--- src/rtl/mem_access_ctrl_if.sv ---
// Bundle of the MEM-stage pipeline inputs, the data-memory request/ack port
// and the stall/result outputs of the memory access controller.
interface mem_access_ctrl_if;
    // EX/MEM register side
    logic        MemRead_m;
    logic        MemWrite_m;
    logic [31:0] address;
    logic [31:0] data_m;
    // Data memory port
    logic        mem_req;
    logic        mem_we;
    logic [31:0] mem_addr;
    logic [31:0] mem_wdata;
    logic        mem_ack;
    logic [31:0] mem_rdata;
    // Pipeline control and MEM/WB results
    logic        stall;
    logic [31:0] rdata_o;
    logic        err_o;

    // Controller view
    modport master (
        input  MemRead_m, MemWrite_m, address, data_m, mem_ack, mem_rdata,
        output mem_req, mem_we, mem_addr, mem_wdata, stall, rdata_o, err_o
    );

    // Pipeline / memory environment view
    modport slave (
        output MemRead_m, MemWrite_m, address, data_m, mem_ack, mem_rdata,
        input  mem_req, mem_we, mem_addr, mem_wdata, stall, rdata_o, err_o
    );
endinterface

--- src/rtl/mem_access_ctrl.sv ---
// Memory-stage access controller: turns each load/store held in the EX/MEM
// register into one req/ack transaction, stalls the pipeline until it
// completes, returns load data and pulses err_o on misaligned or
// read+write accesses and on memory timeouts.
module mem_access_ctrl #(
    parameter int TIMEOUT = 16,
    parameter int CNT_W   = 5
) (
    input  logic             clk,
    input  logic             rst_n,
    mem_access_ctrl_if.master bus
);

    localparam logic [1:0] ST_IDLE  = 2'd0;
    localparam logic [1:0] ST_REQ   = 2'd1;
    localparam logic [1:0] ST_DONE  = 2'd2;
    localparam logic [1:0] ST_FAULT = 2'd3;

    // Counter value of the last REQ cycle before the access is abandoned
    localparam logic [CNT_W-1:0] CNT_LAST = CNT_W'(TIMEOUT - 1);
    localparam logic [CNT_W-1:0] CNT_ONE  = CNT_W'(1);
    localparam logic [CNT_W-1:0] CNT_ZERO = CNT_W'(0);

    logic [1:0]       state_r;
    logic [1:0]       next_state_s;
    logic [CNT_W-1:0] cnt_r;
    logic             mem_req_r;
    logic             mem_we_r;
    logic [31:0]      mem_addr_r;
    logic [31:0]      mem_wdata_r;
    logic [31:0]      rdata_r;
    logic             err_r;
    logic             access_s;
    logic             illegal_s;
    logic             stall_s;

    // Decode of the instruction currently held in EX/MEM
    always_comb begin
        access_s  = bus.MemRead_m | bus.MemWrite_m;
        illegal_s = (bus.MemRead_m & bus.MemWrite_m) | (bus.address[1:0] != 2'b00);
    end

    // Next-state selection; an ack in the last REQ cycle still wins over timeout
    always_comb begin
        next_state_s = state_r;
        case (state_r)
            ST_IDLE: begin
                if (access_s) begin
                    if (illegal_s) begin
                        next_state_s = ST_FAULT;
                    end else begin
                        next_state_s = ST_REQ;
                    end
                end else begin
                    next_state_s = ST_IDLE;
                end
            end
            ST_REQ: begin
                if (bus.mem_ack) begin
                    next_state_s = ST_DONE;
                end else if (cnt_r == CNT_LAST) begin
                    next_state_s = ST_FAULT;
                end else begin
                    next_state_s = ST_REQ;
                end
            end
            ST_DONE:  next_state_s = ST_IDLE;
            ST_FAULT: next_state_s = ST_IDLE;
            default:  next_state_s = ST_IDLE;
        endcase
    end

    // Stall holds the pipeline while an access is detected or outstanding
    always_comb begin
        if (state_r == ST_REQ) begin
            stall_s = 1'b1;
        end else if (state_r == ST_IDLE) begin
            stall_s = access_s;
        end else begin
            stall_s = 1'b0;
        end
    end

    // State, timeout counter and registered memory-side outputs
    always_ff @(posedge clk) begin
        if (!rst_n) begin
            state_r     <= ST_IDLE;
            cnt_r       <= CNT_ZERO;
            mem_req_r   <= 1'b0;
            mem_we_r    <= 1'b0;
            mem_addr_r  <= 32'h0000_0000;
            mem_wdata_r <= 32'h0000_0000;
            err_r       <= 1'b0;
        end else begin
            state_r   <= next_state_s;
            mem_req_r <= (next_state_s == ST_REQ);
            err_r     <= (next_state_s == ST_FAULT);
            if ((state_r == ST_IDLE) && (next_state_s == ST_REQ)) begin
                mem_addr_r  <= {bus.address[31:2], 2'b00};
                mem_wdata_r <= bus.data_m;
                mem_we_r    <= bus.MemWrite_m;
                cnt_r       <= CNT_ZERO;
            end else if ((state_r == ST_REQ) && (next_state_s == ST_REQ)) begin
                cnt_r <= cnt_r + CNT_ONE;
            end else begin
                cnt_r <= cnt_r;
            end
        end
    end

    // Load result: captured on read completion, cleared on any fault
    always_ff @(posedge clk) begin
        if (!rst_n) begin
            rdata_r <= 32'h0000_0000;
        end else if ((state_r == ST_REQ) && bus.mem_ack && !mem_we_r) begin
            rdata_r <= bus.mem_rdata;
        end else if (next_state_s == ST_FAULT) begin
            rdata_r <= 32'h0000_0000;
        end else begin
            rdata_r <= rdata_r;
        end
    end

    assign bus.mem_req   = mem_req_r;
    assign bus.mem_we    = mem_we_r;
    assign bus.mem_addr  = mem_addr_r;
    assign bus.mem_wdata = mem_wdata_r;
    assign bus.rdata_o   = rdata_r;
    assign bus.err_o     = err_r;
    assign bus.stall     = stall_s;

endmodule

--- src/flat_wrapper.sv ---
// flat-port wrapper written by rule: the top's interface ports become plain ports
module mem_access_ctrl_flat 
#(
    parameter int TIMEOUT = 16,
    parameter int CNT_W   = 5
)
  (clk, rst_n, bus_MemRead_m, bus_MemWrite_m, bus_address, bus_data_m, bus_mem_ack, bus_mem_rdata, bus_mem_req, bus_mem_we, bus_mem_addr, bus_mem_wdata, bus_stall, bus_rdata_o, bus_err_o);
  mem_access_ctrl_if bus_i ();
  input  logic clk;
  input  logic rst_n;
  input wire logic [$bits(bus_i.MemRead_m)-1:0] bus_MemRead_m;
  input wire logic [$bits(bus_i.MemWrite_m)-1:0] bus_MemWrite_m;
  input wire logic [$bits(bus_i.address)-1:0] bus_address;
  input wire logic [$bits(bus_i.data_m)-1:0] bus_data_m;
  input wire logic [$bits(bus_i.mem_ack)-1:0] bus_mem_ack;
  input wire logic [$bits(bus_i.mem_rdata)-1:0] bus_mem_rdata;
  output wire logic [$bits(bus_i.mem_req)-1:0] bus_mem_req;
  output wire logic [$bits(bus_i.mem_we)-1:0] bus_mem_we;
  output wire logic [$bits(bus_i.mem_addr)-1:0] bus_mem_addr;
  output wire logic [$bits(bus_i.mem_wdata)-1:0] bus_mem_wdata;
  output wire logic [$bits(bus_i.stall)-1:0] bus_stall;
  output wire logic [$bits(bus_i.rdata_o)-1:0] bus_rdata_o;
  output wire logic [$bits(bus_i.err_o)-1:0] bus_err_o;
  assign bus_i.MemRead_m = bus_MemRead_m;
  assign bus_i.MemWrite_m = bus_MemWrite_m;
  assign bus_i.address = bus_address;
  assign bus_i.data_m = bus_data_m;
  assign bus_i.mem_ack = bus_mem_ack;
  assign bus_i.mem_rdata = bus_mem_rdata;
  assign bus_mem_req = bus_i.mem_req;
  assign bus_mem_we = bus_i.mem_we;
  assign bus_mem_addr = bus_i.mem_addr;
  assign bus_mem_wdata = bus_i.mem_wdata;
  assign bus_stall = bus_i.stall;
  assign bus_rdata_o = bus_i.rdata_o;
  assign bus_err_o = bus_i.err_o;
  mem_access_ctrl #(.TIMEOUT(TIMEOUT), .CNT_W(CNT_W)) u_core (.clk(clk), .rst_n(rst_n), .bus(bus_i));
endmodule
--- config.mk ---
export PLATFORM = sky130hd
export DESIGN_NAME = mem_access_ctrl_flat
export DESIGN_NICKNAME = d
export VERILOG_FILES = /design/src/rtl/mem_access_ctrl_if.sv /design/src/rtl/mem_access_ctrl.sv /design/src/flat_wrapper.sv
export SDC_FILE = /design/constraint.sdc
export NUM_CORES = 1
export LEC_CHECK = 0
export ABC_AREA = 0
export BUFFER_PORTS_ARGS = -buffer_cell sky130_fd_sc_hd__buf_2
export CORE_MARGIN = 3
export CORE_UTILIZATION = 45
export DETAILED_ROUTE_END_ITERATION = 10
export PLACE_DENSITY = 0.87
export SLEW_MARGIN = 0
export SYNTH_ARGS = -nofsm -noshare
export SYNTH_HDL_FRONTEND = slang
export SYNTH_SLANG_ARGS = --single-unit
--- constraint.sdc ---
create_clock -name clk -period 3 [get_ports clk]
set_input_delay 0 -clock clk [delete_from_list [all_inputs] [get_ports clk]]
set_output_delay 0 -clock clk [all_outputs]
set_load 0.01 [all_outputs]
==> out/results.ini, run 1 <==
[yosys]
synth_top_area_share=0.575
ys_top_cells_by_area=dfxtp_1 57%, nand2_1 13%, a21oi_1 8.8%, a22o_1 7.7%, clkbuf_1 1.5%
yosysWarnings=0
syn-instance-count=402
ys_types=32
ys_seq_elements=104
syn_area_um2=3620
synth_top_area_cell=dfxtp_1
yosysSeqAreaShare=0.575
avgSynthCellArea_um2=9.01

[setup_path]
criticalPathCategory=register to register
critical_path.most_common_cell=ha_1
rr_endpoint=u_core.bus.rdata_o[10]
crit_required_ns=3.29
crit_path_end_kind=register
max_stage_delay_ns=0.68
cp_slowest_cell=a21oi_4
r2r_start=u_core.cnt_r[0]
crit_arrival_ns=2.58
cp_max_fo=32
cp_cell_sequence=ha_1, and3_1, ha_1, nor2_1, o211ai_1, a21oi_4, a22o_1
r2r_setup_slack_ns=0.70
reg2reg_depth=7
start_kind=register

[cts]
htreeDepth=3
post-cts-setup-buffer-count=0
ctsResizeCount=0
clk_latency_ns=0.35
clkTransAtPathRegs_ns=0.10
cts_root_buf=clkbuf_8
ctsHoldBuffers=96
cts_sinks=104
cts_buffer_depth=2
cts_tree=built
cts-buffers-inserted=9

[finish]
design_area_um2=5790
syn2layout_area_growth_pct=59.9
fillerInstances=491
fin_nets=787
drive_above_1_share=0.331
fin_cells=791
antenna_cells=0

[timing]
fin_crit_ns=2.30
fmax_mhz=435
fin_setup_tns_ns=0
fin_crit_sh=0.766
finalWorstSetupSlack_ns=0.703
tightest_slew_ns=0.785
finClkSkew_ns=0.00904
relSlewSlack=0.476
setup_viol=0
hold_viol=0
rsz0062_at_grt=no
slew_violations=0

[global_route]
grt_pass1_vias=4048
grt-ovfl-total=0
grt_pass1_wl_um=18900
grt.total_usage=0.265
antenna_found_initial=0
grt_max_degree=65

[min_path]
worstHoldStart=bus_mem_ack
hp-class=input port to register
worstHoldEndpoint=u_core.state_r[0]
whs_path_depth=4

[floorplan]
initial_core_util=0.466
die_w_um=95.7
die-height_um=95.7
num_rows=32
coreArea_um2=7770
fp.dieArea_um2=9170
pin_count=201

[route]
ant_nets=0
dr.pass1.iters=5
drtIter0Drc=141
via_per_inst=5.02
drt-total-wl_um=12600
avgRoutedWirePerCell_um=15.9
vias=3970
drcViolationCount=0

[status]
status=finished, final reports clean

[power_and_ir_drop]
leakagePower_uw=0.00267
vdd.ir_drop.worst_uv=367
power_uw=2770
p_per_area_nw_per_um2=478

[place]
place_inst=679
gp_congestion=0.760
hpwl_um=7020
dpl_cell_area_um2=4620
post-place-ws_ns=0.388
port-buffer-count=198

[job]
cap_violations=0

[placed cells by master, fill, tap and decap left out, types with 2 or more instances in the layout]
cell / netlist / final
nand2_1: 130 / 130
nor3_1: 2 / 2
inv_1: 4 / 3
buf_4: 6 / 4
xor2_1: 3 / 3
dlygate4sd3_1: 0 / 96
ha_1: 2 / 2
clkbuf_8: 0 / 9
dfxtp_1: 104 / 104
conb_1: 1 / 2
a21oi_1: 64 / 64
a22o_1: 32 / 32
clkinvlp_4: 0 / 2
nor2_1: 13 / 13
buf_2: 4 / 198
[worst max-delay path, delay by kind of cell, from the launching register on]
| kind | cells | cell delay (ns) |
|---|---|---|
| AND/OR/NAND/NOR | 2 | 0.34 |
| adder cells (fa/ha/maj) | 2 | 0.43 |
| AO/OA/AOI/OAI | 3 | 1.11 |
| flip-flops | 1 | 0.35 |
[synthesized netlist by cell type]
cell type / instances
or2_2: 1
xor2_1: 3
conb_1: 1
and3_1: 2
a21oi_1: 64
nand4_1: 1
dfxtp_1: 104
buf_6: 3
nor3_1: 2
o32ai_2: 1
o211ai_1: 1
nand3_1: 2
o22ai_1: 1
nand2b_2: 1
a21oi_2: 1
inv_1: 4
mux2i_1: 1
nand2b_1: 1
a211oi_1: 1
buf_2: 4
nor2_1: 13
o21ai_0: 1
nand2_1: 130
nor4b_4: 1
clkbuf_4: 1
xnor2_1: 1
clkbuf_1: 14
buf_4: 6
nor4b_2: 1
a22o_1: 32
nor2_2: 1
ha_1: 2
[metrics by stage]
| stage | utilization | hold slack, ns |
|---|---|---|
| 3_3_place_gp | 0.595 | 0.218 |
| 5_1_grt | 0.746 | 0.0757 |
| 2_1_floorplan | - | 0.133 |
| 6_report | 0.746 | 0.0735 |
| 3_5_place_dp | 0.595 | 0.219 |
| 4_1_cts | 0.745 | 0.0553 |
[worst max-delay path by stage]
stage | startpoint | to | slack, ns | cells after the start
after detailed placement | u_core.cnt_r[0] | u_core.bus.rdata_o[13] | 0.39 | 7
after global routing | u_core.cnt_r[0] | u_core.bus.rdata_o[17] | 0.56 | 7
after CTS | u_core.cnt_r[0] | u_core.bus.rdata_o[13] | 0.37 | 7
after global placement | u_core.cnt_r[0] | u_core.bus.rdata_o[30] | 0.59 | 7
after floorplan | u_core.cnt_r[0] | u_core.cnt_r[3] | 1.15 | 7
final | u_core.cnt_r[0] | u_core.bus.rdata_o[10] | 0.70 | 7
[power breakdown]
group | leakage, uW | internal, uW | total, uW | switching, uW
Clock | 0.0000977 | 395 | 876 | 481
Sequential | 0.000843 | 1430 | 1470 | 34.3
Combinational | 0.00173 | 217 | 427 | 209
[final cells by class]
type | instances | area [um2] | area share
multi-input cells | 267 | 1390 | 0.239
inverters | 4 | 15.0 | 0.00259
repair buffers | 298 | 1980 | 0.342
clock inverters | 7 | 78.8 | 0.0136
clock buffers | 9 | 124 | 0.0214
flip-flops and latches | 104 | 2080 | 0.359
well taps | 102 | 128 | 0.0220
[kinds of logic after synthesis]
kind of cell,share of synthesized area
buf+inv,0.0480
xor+xnor,0.00967
other cells,0.00103
mux,0.00276
compound gates,0.180
fa+ha+maj,0.00690
simple gates,0.177
flops,0.575
[registers in the layout (all words and copies together), names as in the netlist]
signal	count
u_core.bus.mem_req	1
u_core.bus.mem_we	1
u_core.cnt_r	5
u_core.bus.mem_wdata	32
u_core.state_r	2
u_core.bus.mem_addr	30
u_core.bus.rdata_o	32
u_core.bus.err_o	1
[layer usage]
metal / share of wire / vias up / GRT usage
met5: 0 / - / 0
met4: 0.017 / 0 / 0.0912
met3: 0.099 / 28 / 0.0844
met2: 0.52 / 208 / 0.488
met1: 0.37 / 1836 / 0.282
li1: - / 1898 / -
(Power assumes the default switching activity.)
==> run 2, diff against run 1 <==
--- a/config.mk
+++ b/config.mk
@@ -8,9 +8,9 @@
 export ABC_AREA = 0
 export BUFFER_PORTS_ARGS = -buffer_cell sky130_fd_sc_hd__buf_2
 export CORE_MARGIN = 3
-export CORE_UTILIZATION = 45
+export CORE_UTILIZATION = 40
 export DETAILED_ROUTE_END_ITERATION = 10
-export PLACE_DENSITY = 0.87
+export PLACE_DENSITY = 0.82
 export SLEW_MARGIN = 0
 export SYNTH_ARGS = -nofsm -noshare
 export SYNTH_HDL_FRONTEND = slang
==> constraint.sdc (replaced) <==
create_clock -name clk -period 1.9 [get_ports clk]
set_input_delay 0 -clock clk [delete_from_list [all_inputs] [get_ports clk]]
set_output_delay 0 -clock clk [all_outputs]
set_load 0.01 [all_outputs]
==> run 2 against run 1 <==
  * Register-to-register slack got worse by 0.69 ns
  * Die area rose by 12%
  * Fmax rose by 22%
  * Final cell count rose by 3.0%
  * Count of clock-buffer cells in the layout rose by 2
  * Global-route usage fell by 1.6 points
  * First-iteration DRC count rose by 7.8%
==> out/results.ini, run 2 (synthesis gave the netlist of run 1 again) <==
[power_and_ir_drop]
p_per_area_nw_per_um2=734  ; was 478 nW/um2
p_int_uw=3220  ; was 2050 uW
leakagePower_uw=0.00277  ; was 0.00267 uW
p_clk_frac=0.303  ; was 0.316
pwr-share-seq=0.526  ; was 0.530
p_sw_uw=1200  ; was 725 uW
vdd.ir_drop.worst_uv=568  ; was 367 uV
power_uw=4410  ; was 2770 uW
p_comb_frac=0.171  ; was 0.154
sw_frac_of_total=0.271  ; was 0.262

[finish]
mostFrequentLayoutCells=198 x buf_2, 130 x nand2_1, 102 x dfxtp_1  ; was 198 x buf_2, 130 x nand2_1, 104 x dfxtp_1
layout_commonest_cell=buf_2  ; unchanged
syn2layout_area_growth_pct=66.0  ; was 59.9%
fin_nets=805  ; was 787
drive_above_1_share=0.358  ; was 0.331
design_area_um2=6010  ; was 5790 um2
fillerInstances=602  ; was 491
antenna_cells=0  ; unchanged

[timing]
relSlewSlack=0.546  ; was 0.476
holdWs_ns=0.125  ; was 0.0735 ns
tightest_slew_ns=0.677  ; was 0.785 ns
fin_crit_ns=1.89  ; was 2.30 ns
fin_crit_sh=0.994  ; was 0.766
fmax_mhz=529  ; was 435 MHz
rsz0062_at_grt=yes  ; was no
slew_violations=0  ; unchanged
finClkSkew_ns=0.00399  ; was 0.00904 ns
hold_viol=0  ; unchanged
setup_viol=0  ; unchanged

[job]
cap_violations=0  ; unchanged

[floorplan]
coreArea_um2=8760  ; was 7770 um2
die-height_um=101  ; was 95.7 um
fp.dieArea_um2=10200  ; was 9170 um2
num_rows=34  ; was 32
pin_count=201  ; unchanged
initial_core_util=0.413  ; was 0.466
die_w_um=101  ; was 95.7 um

[setup_path]
criticalPathCategory=register to register  ; unchanged
r2r_start=u_core.cnt_r[0]  ; unchanged
rr_endpoint=u_core.bus.rdata_o[26]  ; was u_core.bus.rdata_o[10]
r2r_setup_slack_ns=0.01  ; was 0.70 ns
crit_required_ns=2.15  ; was 3.29 ns
cp-endpoint=u_core.bus.rdata_o[26]  ; was u_core.bus.rdata_o[10]
crit_path_end_kind=register  ; unchanged
crit_buf_inv=3  ; was 0
critical_path.most_common_cell=ha_4  ; was ha_1
critPathLaunch=u_core.cnt_r[0]  ; unchanged
cp_max_fo=8  ; was 32
max_stage_delay_ns=0.37  ; was 0.68 ns
path_delay_family=compound AO/OA/AOI/OAI gates  ; unchanged
crit_cells=9  ; was 7
cp_slowest_cell=dfxtp_2  ; was a21oi_4
cp_cell_sequence=ha_4, and3_4, ha_4, inv_2, o32ai_4, buf_12, a21oi_4, buf_6, a22o_1  ; was ha_1, and3_1, ha_1, nor2_1, o211ai_1, a21oi_4, a22o_1
start_kind=register  ; unchanged
crit_arrival_ns=2.14  ; was 2.58 ns
reg2reg_depth=9  ; was 7

[global_route]
grt_use_met2=0.433  ; was 0.488
grt_max_degree=42  ; was 65
grt_pass1_wl_um=20300  ; was 18900 um
grt.total_usage=0.248  ; was 0.265
grtUsageMet3=0.0764  ; was 0.0844
grt-ovfl-total=0  ; unchanged
busiest_layer=met2  ; unchanged
antenna_found_initial=0  ; unchanged
grt_pass1_vias=4203  ; was 4048
use_met1=0.286  ; was 0.282

[cts]
cts_sinks=104  ; unchanged
cts_buffer_depth=2  ; unchanged
clkTransAtPathRegs_ns=0.10  ; about the same
cts_root_buf=clkbuf_8  ; unchanged
htreeDepth=3  ; unchanged
cts-buffers-inserted=9  ; unchanged
cts_tree=built  ; unchanged
clk_latency_ns=0.35  ; about the same

[status]
status=finished, final reports clean  ; unchanged

[route]
drcViolationCount=0  ; unchanged
avgRoutedWirePerCell_um=16.2  ; was 15.9 um
ant_nets=0  ; unchanged
dr.pass1.iters=5  ; unchanged
drtIter0Drc=152  ; was 141
drt-total-wl_um=13200  ; was 12600 um
via_per_inst=5.07  ; was 5.02
vias=4132  ; was 3970

[place]
port-buffer-count=198  ; unchanged
dpl_cell_area_um2=4710  ; was 4620 um2
gp_congestion=0.745  ; was 0.760
hpwl_um=7280  ; was 7020 um

[min_path]
hp-class=input port to register  ; unchanged

[run 2: area by class of cell]
type / instances / area (um2) / area share
sequential: 104 / 2080 / 0.347
tap: 108 / 135 / 0.0225
clock buffer: 11 / 151 / 0.0252
multi-input combinational: 269 / 1470 / 0.244
inverter: 4 / 15.0 / 0.00250
clock inverter: 5 / 38.8 / 0.00645
timing repair buffer: 314 / 2120 / 0.353
[run 2: how the worst min path moves through the flow]
stage / startpoint / endpoint / slack [ns] / cells past startpoint
2_1_floorplan: bus_mem_rdata[10] / u_core.bus.rdata_o[10] / 0.13 / 1
3_3_place_gp: bus_mem_rdata[15] / u_core.bus.rdata_o[15] / 0.22 / 2
3_5_place_dp: bus_mem_rdata[9] / u_core.bus.rdata_o[9] / 0.22 / 2
4_1_cts: bus_mem_ack / u_core.state_r[0] / 0.09 / 4
5_1_grt: bus_mem_ack / u_core.state_r[0] / 0.12 / 4
6_report: bus_mem_ack / u_core.state_r[0] / 0.12 / 4
[run 2: per-stage QoR]
stage	TNS [ns]	utilization	instances	setup slack [ns]
after floorplan	0	-	403	0.0546
after global placement	-16.02	0.537	695	-0.504
after detailed placement	-19.37	0.537	695	-0.629
after CTS	0	0.679	813	0.00176
after global routing	-0.736	0.686	815	-0.0612
final	0	0.686	815	0.0106
[run 2: power groups by stage]
stage	logic (uW)	clock network (uW)	registers (uW)
3_3_place_gp	495	0	2360
4_1_cts	724	1360	2310
6_report	755	1340	2320
5_1_grt	814	1440	2330
2_1_floorplan	239	0	2400
3_5_place_dp	510	0	2360
[run 2: metal layers]
metal  wire length (um)  vias to the layer above  share of wire
met5                  0                        -              0
met4                320                        0          0.024
met3               1290                       36          0.098
met2               6510                      233           0.49
met1               5050                     1920           0.38
li1                   -                     1943              -
[run 2: worst reg2reg max path, stage by stage (launching register included)]
cell and delay (ns):
dfxtp_2 0.37, ha_4 0.14, and3_4 0.19, ha_4 0.16, inv_2 0.06, o32ai_4 0.28, buf_12 0.16, a21oi_4 0.07
buf_6 0.18, a22o_1 0.20
[run 2: repair_timing]
item | CTS | global route
gates resized for setup | 6 | 11
cloned | 2 | 0
buffers inserted | 4 | 2
hold endpoints to repair | 97 | 0
endpoints found under the setup margin | 32 | 32
hold buffers | 96 | 0
pin swaps | 4 | 8
==> run 3, diff against run 2 <==
--- a/config.mk
+++ b/config.mk
@@ -6,11 +6,11 @@
 export NUM_CORES = 1
 export LEC_CHECK = 0
 export ABC_AREA = 0
-export BUFFER_PORTS_ARGS = -buffer_cell sky130_fd_sc_hd__buf_2
 export CORE_MARGIN = 3
-export CORE_UTILIZATION = 40
+export CORE_UTILIZATION = 45
 export DETAILED_ROUTE_END_ITERATION = 10
-export PLACE_DENSITY = 0.82
+export DONT_BUFFER_PORTS = 1
+export PLACE_DENSITY = 0.68
 export SLEW_MARGIN = 0
 export SYNTH_ARGS = -nofsm -noshare
 export SYNTH_HDL_FRONTEND = slang
==> run 3 against run 2 <==
  * Sequential power is 3% higher
  * Setup slack better by 0.036 ns
  * Largest cell class is now flip-flops and latches
  * Routed wire length is 17% lower
  * Clock skew is 0.0077 ns higher
==> out/results.ini, run 3 (synthesis gave the netlist of run 1 again) <==
[status]
status=finished, final reports clean  ; unchanged

[power_and_ir_drop]
p_per_area_nw_per_um2=841  ; was 734 nW/um2
power_uw=4160  ; was 4410 uW
vdd.ir_drop.worst_uv=513  ; was 568 uV
leakagePower_uw=0.00180  ; was 0.00277 uW

[timing]
fmax_mhz=540  ; was 529 MHz
holdWs_ns=0.0472  ; was 0.125 ns
fin_setup_tns_ns=0  ; unchanged
finClkSkew_ns=0.0117  ; was 0.00399 ns
slew_violations=0  ; unchanged
setup_viol=0  ; unchanged
hold_viol=0  ; unchanged
fin_crit_ns=1.85  ; was 1.89 ns
fin_crit_sh=0.975  ; was 0.994

[setup_path]
cp_max_fo=16  ; was 8
start_kind=register  ; unchanged
cp-endpoint=u_core.bus.rdata_o[27]  ; was u_core.bus.rdata_o[26]
crit_path_end_kind=register  ; unchanged
r2r_setup_slack_ns=0.05  ; was 0.01 ns
criticalPathCategory=register to register  ; unchanged
rr_endpoint=u_core.bus.rdata_o[27]  ; was u_core.bus.rdata_o[26]
crit_arrival_ns=2.10  ; was 2.14 ns
r2r_start=u_core.cnt_r[0]  ; unchanged
reg2reg_depth=9  ; unchanged
crit_required_ns=2.14  ; was 2.15 ns
critPathLaunch=u_core.cnt_r[0]  ; unchanged

[route]
drtIter0Drc=159  ; was 152
vias=3289  ; was 4132
drt-total-wl_um=11000  ; was 13200 um
drcViolationCount=0  ; unchanged
via_per_inst=5.45  ; was 5.07
dr.pass1.iters=5  ; unchanged
avgRoutedWirePerCell_um=18.2  ; was 16.2 um
ant_nets=0  ; unchanged

[finish]
fillerInstances=578  ; was 602
final_util=0.637  ; was 0.686
mostFrequentLayoutCells=130 x nand2_1, 102 x dfxtp_1, 99 x dlygate4sd3_1  ; was 198 x buf_2, 130 x nand2_1, 102 x dfxtp_1
antenna_cells=0  ; unchanged
fin_nets=600  ; was 805
syn2layout_area_growth_pct=36.5  ; was 66.0%
multiInputGateArea_um2=1410  ; was 1470 um2
seq_area_um2=2090  ; was 2080 um2
layout_commonest_cell=nand2_1  ; was buf_2
drive_above_1_share=0.0857  ; was 0.358

[cts]
cts_tree=built  ; unchanged
clkTransAtPathRegs_ns=0.10  ; about the same
cts-buffers-inserted=9  ; unchanged
clk_latency_ns=0.36  ; was 0.35 ns
cts_buffer_depth=2  ; unchanged
cts_root_buf=clkbuf_8  ; unchanged
htreeDepth=3  ; unchanged
cts_sinks=104  ; unchanged

[floorplan]
pin_count=201  ; unchanged
initial_core_util=0.466  ; was 0.413
die_w_um=95.7  ; was 101 um
die-height_um=95.7  ; was 101 um
num_rows=32  ; was 34
fp.dieArea_um2=9170  ; was 10200 um2
coreArea_um2=7770  ; was 8760 um2

[place]
port-buffer-count=0  ; was 198
hpwl_um=6150  ; was 7280 um
gp_congestion=0.716  ; was 0.745

[global_route]
grt-ovfl-total=0  ; unchanged
antenna_found_initial=0  ; unchanged
grt_max_degree=52  ; was 42
grt_pass1_wl_um=15500  ; was 20300 um
grt.total_usage=0.215  ; was 0.248
grt_pass1_vias=3076  ; was 4203

[min_path]
hp-class=input port to register  ; unchanged

[job]
cap_violations=0  ; unchanged

## run 3: layer usage
layer | track usage | vias up | part of all wire
met1 | 0.240 | 1499 | 0.36
li1 | - | 1528 | -
met4 | 0.0794 | 0 | 0.023
met2 | 0.372 | 233 | 0.49
met3 | 0.0821 | 29 | 0.13
met5 | 0 | - | 0
## run 3: metrics by stage
| stage | setup slack, ns | instances | cell area, um2 |
|---|---|---|---|
| 2_1_floorplan | 0.0546 | 403 | 3630 |
| 6_report | 0.0471 | 604 | 4950 |
| 4_1_cts | 0.0488 | 600 | 4860 |
| 5_1_grt | -0.0198 | 604 | 4950 |
| 3_5_place_dp | 0.0792 | 485 | 3690 |
| 3_3_place_gp | 0.156 | 485 | 3690 |
## run 3: report_power, final
group / switching, uW / total (uW) / internal [uW]
clock network: 756 / 1280 / 526
registers: 110 / 2380 / 2270
logic: 233 / 502 / 269
total: 1100 / 4160 / 3060
## run 3: timing repair
action                                  4_1_cts  5_1_grt
setup buffers                                 0        2
endpoints found under the setup margin        0       33
resized for setup                             0        9
hold buffers                                 99        0
endpoints found under the hold margin       104        0
## run 3: how the worst min path moves through the flow
stage	startpoint	to	slack, ns	depth (start not counted)
5_1_grt	bus_address[0]	u_core.bus.mem_req	0.04	3
4_1_cts	bus_address[0]	u_core.bus.mem_req	0.03	3
3_3_place_gp	bus_mem_rdata[11]	u_core.bus.rdata_o[11]	0.13	1
3_5_place_dp	bus_mem_rdata[20]	u_core.bus.rdata_o[20]	0.14	1
2_1_floorplan	bus_mem_rdata[10]	u_core.bus.rdata_o[10]	0.13	1
6_report	bus_address[0]	u_core.bus.mem_req	0.05	3
## run 3: critical path, cell delays in order, from the launching register on
cell and delay (ns):
dfxtp_4 0.38, ha_4 0.13, and3_4 0.20, ha_4 0.15, inv_1 0.05, o32ai_2 0.26
a21oi_2 0.09, buf_4 0.15, buf_12 0.14, a22o_1 0.19
## run 3: final cells by class
type	count	area share
Sequential cell	104	0.422
Timing Repair Buffer	111	0.228
Clock buffer	11	0.0286
Clock inverter	5	0.00784
Tap cell	102	0.0258
Inverter	4	0.00303
Multi-Input combinational cell	267	0.285
